### config.mk
export PLATFORM = sky130hd
export DESIGN_NAME = gmux_switch_seq
export DESIGN_NICKNAME = d
export VERILOG_FILES = /design/src/rtl/gmux_seq_pkg.sv /design/src/rtl/gmux_seq_timer.sv /design/src/rtl/gmux_switch_seq.sv
export SDC_FILE = /design/constraint.sdc
export NUM_CORES = 1
export LEC_CHECK = 0
export BUFFER_PORTS_ARGS = -buffer_cell sky130_fd_sc_hd__buf_2
export CORE_MARGIN = 4
export CORE_UTILIZATION = 40
export CTS_CLUSTER_SIZE = 12
export DETAILED_ROUTE_END_ITERATION = 10
export PLACE_DENSITY = 0.67
export SLEW_MARGIN = 20
export SYNTH_ARGS = -nofsm -noshare
export SYNTH_HDL_FRONTEND = slang
export SYNTH_HIERARCHICAL = 1
export SYNTH_SLANG_ARGS = --single-unit
### constraint.sdc
create_clock -name QCK -period 2.1 [get_ports QCK]
set_input_delay 0.105 -clock QCK [delete_from_list [all_inputs] [get_ports QCK]]
set_output_delay 0.105 -clock QCK [all_outputs]
set_load 0.005 [all_outputs]
### src/rtl/gmux_seq_pkg.sv
// Shared types and constants for the global clock mux switch sequencer.
// Quadrant bit order everywhere is {BR,BL,TR,TL}.
package gmux_seq_pkg;

    typedef enum logic [2:0] {
        S_IDLE     = 3'd0,
        S_GATE     = 3'd1,
        S_SETTLE_A = 3'd2,
        S_SWITCH   = 3'd3,
        S_SETTLE_B = 3'd4,
        S_UNGATE   = 3'd5,
        S_DONE     = 3'd6
    } gmux_state_e;

    localparam int QTL = 0;
    localparam int QTR = 1;
    localparam int QBL = 2;
    localparam int QBR = 3;

    // Restrict a per-quadrant vector to the quadrants this sequencer controls.
    function automatic logic [3:0] quad_lp_mask(input logic [3:0] req, input logic [3:0] mask);
        logic [3:0] r;
        r      = '0;
        r[QTL] = req[QTL] & mask[QTL];
        r[QTR] = req[QTR] & mask[QTR];
        r[QBL] = req[QBL] & mask[QBL];
        r[QBR] = req[QBR] & mask[QBR];
        return r;
    endfunction

endpackage

### src/rtl/gmux_seq_timer.sv
// Loadable settle down-counter for the clock mux sequencer.
// Saturates at zero; zero flag is combinational from the count register.
module gmux_seq_timer #(
    parameter int CNT_W = 3
) (
    input  logic             clk,
    input  logic             rst,
    input  logic             load,
    input  logic [CNT_W-1:0] load_val,
    input  logic             dec,
    output logic             zero
);

    logic [CNT_W-1:0] count;

    always_ff @(posedge clk) begin
        if (rst) begin
            count <= '0;
        end else if (load) begin
            count <= load_val;
        end else if (dec && (count != '0)) begin
            count <= count - CNT_W'(1);
        end
    end

    assign zero = (count == '0);

endmodule

### src/rtl/gmux_switch_seq.sv
// Global clock mux switch sequencer: gates quadrants, settles, flips SSEL, settles, ungates.
// Optional low-power quadrant control is enabled by defining GMUX_SEQ_LP_EN.
module gmux_switch_seq
    import gmux_seq_pkg::*;
#(
    parameter int unsigned SETTLE_CYCLES = 4,
    parameter logic [3:0]  QUAD_MASK     = 4'b1111
) (
    input  logic       QCK,
    input  logic       QRT,
    input  logic       REQ,
    input  logic       REQ_SEL,
    input  logic [3:0] LP_REQ,
    output logic       BUSY,
    output logic       ACK,
    output logic       SSEL,
    output logic [3:0] SEN,
    output logic [3:0] DYNEN,
    output logic [3:0] DEN,
    output logic [3:0] VLP
);

    localparam int CNT_W = $clog2(SETTLE_CYCLES + 1);
    localparam logic [CNT_W-1:0] LOAD_VAL = CNT_W'(SETTLE_CYCLES - 1);

    localparam logic [2:0] IDLE     = S_IDLE;
    localparam logic [2:0] GATE     = S_GATE;
    localparam logic [2:0] SETTLE_A = S_SETTLE_A;
    localparam logic [2:0] SWITCH   = S_SWITCH;
    localparam logic [2:0] SETTLE_B = S_SETTLE_B;
    localparam logic [2:0] UNGATE   = S_UNGATE;
    localparam logic [2:0] DONE     = S_DONE;

    logic [2:0] state;
    logic       target;
    logic       timer_load;
    logic       timer_dec;
    logic       timer_zero;
    logic [3:0] vlp_next;

`ifdef GMUX_SEQ_LP_EN
    assign vlp_next = quad_lp_mask(LP_REQ, QUAD_MASK);
`else
    logic lp_req_unused;
    assign lp_req_unused = ^LP_REQ;
    assign vlp_next      = 4'b0000;
`endif

    assign SEN   = QUAD_MASK;
    assign DYNEN = QUAD_MASK;

    assign timer_load = (state == GATE) || (state == SWITCH);
    assign timer_dec  = ((state == SETTLE_A) || (state == SETTLE_B)) && !timer_zero;

    gmux_seq_timer #(
        .CNT_W(CNT_W)
    ) u_timer (
        .clk     (QCK),
        .rst     (QRT),
        .load    (timer_load),
        .load_val(LOAD_VAL),
        .dec     (timer_dec),
        .zero    (timer_zero)
    );

    // In IDLE, DEN is the union of old and new VLP so a quadrant is gated before
    // it powers down and stays gated one edge after it powers back up.
    always_ff @(posedge QCK) begin
        if (QRT) begin
            state  <= IDLE;
            target <= 1'b0;
            BUSY   <= 1'b0;
            ACK    <= 1'b0;
            SSEL   <= 1'b0;
            DEN    <= 4'b0000;
            VLP    <= 4'b0000;
        end else begin
            case (state)
                IDLE: begin
                    ACK <= 1'b0;
                    VLP <= vlp_next;
                    if (REQ && (REQ_SEL != SSEL)) begin
                        DEN    <= QUAD_MASK;
                        BUSY   <= 1'b1;
                        target <= REQ_SEL;
                        state  <= GATE;
                    end else begin
                        DEN <= VLP | vlp_next;
                        if (REQ) begin
                            state <= DONE;
                        end
                    end
                end
                GATE: begin
                    state <= SETTLE_A;
                end
                SETTLE_A: begin
                    if (timer_zero) begin
                        SSEL  <= target;
                        state <= SWITCH;
                    end
                end
                SWITCH: begin
                    state <= SETTLE_B;
                end
                SETTLE_B: begin
                    if (timer_zero) begin
                        DEN   <= quad_lp_mask(VLP, QUAD_MASK);
                        state <= UNGATE;
                    end
                end
                UNGATE: begin
                    ACK   <= 1'b1;
                    BUSY  <= 1'b0;
                    state <= DONE;
                end
                DONE: begin
                    // A full sequence arrives here with ACK already raised; the fast path raises it here.
                    if (ACK) begin
                        ACK   <= 1'b0;
                        state <= IDLE;
                    end else begin
                        ACK <= 1'b1;
                    end
                end
                default: begin
                    state <= IDLE;
                end
            endcase
        end
    end

endmodule

==> results.json <==
{
  "gp_congestion": 0.8179,
  "cts-buffers-inserted": 3,
  "crit_arrival_ns": 2.08,
  "critPathMaxStageDelay_ns": 0.35,
  "status": "finished clean",
  "crit_path_top_delay_cell": "nor3_1",
  "cp-end-kind": "register",
  "cp_common_cell": "ha_1",
  "cp_top_family": "simple AND/OR/NAND/NOR gates",
  "ys_top_cells_by_area": "dfxtp_1 28%, buf_4 15%, a21oi_1 5.1%",
  "setup_viol": 0,
  "clk_pin_slew_ns": 0.07,
  "n_antenna_cell": 0,
  "critPathRequiredTime_ns": 2.30,
  "crit_buf_inv": 1,
  "start_kind": "register",
  "grt_pass1_wl_mm": 2.352,
  "ys_seq_elements": 11,
  "grt_max_degree": 13,
  "synth_edf_count": 0,
  "grt_usage_pct": 11.87,
  "r2r_slack_ns": 0.22,
  "finClkSkew_ns": 0.002003,
  "synthFlopType": "dfxtp_1",
  "layout-drive-gt1-share_pct": 24.04,
  "dp_hpwl_mm": 1.011,
  "syn_avg_cell_area_sq_um": 8.422,
  "netlist.area_leader.share_pct": 28.12,
  "crit_fanout": 5,
  "final_area_sq_um": 815.8,
  "synth_top_area_cell": "dfxtp_1",
  "io_pins": 27,
  "synthCells": 93,
  "area_delta_synth_final_pct": 4.153,
  "dr.pass1.iters": 4,
  "clock_path_buffers": 2,
  "die_h_microns": 52.25,
  "drc_errors": 0,
  "leakage_nw": 0.3555,
  "wl_mm": 1.309,
  "hold_class": "primary input to register",
  "synthDistinctLibCells": 35,
  "clk_latency_ns": 0.28,
  "fin_setup_tns_ns": 0,
  "die_area_sq_um": 2730,
  "yosysSeqAreaShare_pct": 28.12,
  "cp_cell_sequence": "inv_1 -> ha_1 -> ha_1 -> nor3_1 -> nand2b_4 -> or3_1 -> a31oi_1",
  "die_w_microns": 52.25,
  "synth_common_cells": "16 x buf_4, 11 x dfxtp_1, 8 x a21oi_1",
  "grt_pass1_vias": 553,
  "async_flop_share_pct": 0,
  "netlist_area_sq_um": 783.3,
  "core_region_area_sq_um": 1783,
  "portBuffers": 10,
  "cts_sinks": 11,
  "rsz0062_at_grt": "no",
  "fin_nets": 115,
  "overflow": 0,
  "htree_levels": 1,
  "min_period_ns": 1.880,
  "antenna_found_initial": 0,
  "cts_resized": 0,
  "critical_path_class": "register to register",
  "start_util_pct": 43.93,
  "synth.most_common_cell": "buf_4",
  "avgViaCountPerCell": 4.543,
  "min_period_over_period_pct": 89.50,
  "clock.fmax_mhz": 532.0,
  "peakVddDrop_mv": 0.5458,
  "via_count": 586,
  "finalHoldViolations": 0,
  "post-cts-setup-buffers": 0,
  "power_density_nw_per_um2": 1107,
  "cts-root-buf": "clkbuf_4",
  "wl_per_cell_microns": 10.15,
  "drtAntennaViolNets": 0,
  "dpl_cell_area_sq_um": 789.5,
  "drtIter0Drc": 5,
  "drv_cap": 0,
  "cts_hold_buf": 0,
  "tritoncts": "built",
  "yosysWarnings": 6,
  "nFillCells": 179,
  "row_count": 15,
  "drv_slew": 0
}
## routing by layer
layer  up-vias  track usage (%)  share of wire [%]
li1        306                -                  -
met1       256            14.19                 47
met2        22            18.41                 42
met3         2            5.128                9.7
met4         0            5.106               0.99
met5         -                0                  0
## metrics by stage
| step | hold WS (ns) | power, W | setup slack (ns) | utilization, % | instances |
|---|---|---|---|---|---|
| global placement | 0.3764 | 0.0007405 | 0.2813 | 44.28 | 125 |
| floorplan | 0.1744 | 0.0007032 | 0.3948 | - | 106 |
| global route | 0.1063 | 0.0009879 | 0.09044 | 45.75 | 129 |
| CTS | 0.08163 | 0.0009126 | 0.2237 | 45.75 | 129 |
| finish | 0.09352 | 0.0009027 | 0.2204 | 45.75 | 129 |
| detailed placement | 0.3868 | 0.0007562 | 0.2460 | 44.28 | 125 |
## cell type report
class	count	area, sq um	share of cell area (%)
Timing Repair Buffer	13	72.57	8.896
Tap cell	25	31.28	3.834
Inverter	6	22.52	2.761
Sequential cell	11	220.2	26.99
Clock buffer	4	26.28	3.221
Multi-Input combinational cell	70	442.9	54.29
## state kept, by name, indices dropped and copies added (netlist names)
register / count
ACK: 1
u_timer/count: 3
state: 3
BUSY: 1
SSEL: 1
target: 1
DEN: 1
## path summary, 6_finish.rpt
path                                                     from                            end  depth (start not counted)
worst max-delay path            u_timer/count[0]$_SDFFE_PP0P_  u_timer/count[2]$_SDFFE_PP0P_                          7
worst min-delay path                                  REQ_SEL            target$_SDFFE_PP0P_                          3
worst max register to register  u_timer/count[0]$_SDFFE_PP0P_  u_timer/count[2]$_SDFFE_PP0P_                          7
worst min register to register              BUSY$_SDFFE_PP0P_              BUSY$_SDFFE_PP0P_                          2
## report_power, final
group / total [W] / internal (W) / switching (W)
combinational: 0.000465 / 0.000206 / 0.000259
clock: 0.000149 / 0.0000738 / 0.0000757
sequential: 0.000288 / 0.000257 / 0.0000302
## worst register-to-register path, cell delays in order (launching register included)
cell and delay, ns:
dfxtp_1 0.34, inv_1 0.05, ha_1 0.20, ha_1 0.27, nor3_1 0.35, nand2b_4 0.11
or3_1 0.32, a31oi_1 0.17
## cells in the final DEF (no fill, tap or decap), drive strengths merged, types with 3 or more instances in the layout
cell	synthesis	final
nor2b	3	3
dfxtp	11	11
buf	19	13
a21oi	9	9
clkbuf	0	4
conb	2	15
o21ai	4	4
nor3	4	4
inv	6	6
a31oi	3	3
nand2	6	6
nand2b	3	3
nor2	4	4
## cells by family after synthesis
group | Yosys count | synth area share (%)
muxes | 1 | 1.278
adders and majority gates | 2 | 3.194
buffers and inverters | 25 | 21.57
other | 2 | 0.9588
AOI/OAI and AO/OA | 22 | 19.01
and+or+nand+nor | 27 | 22.52
xor gates and xnor gates | 3 | 3.355
DFF | 11 | 28.11
No activity file was read; power rests on OpenSTA's default activity.
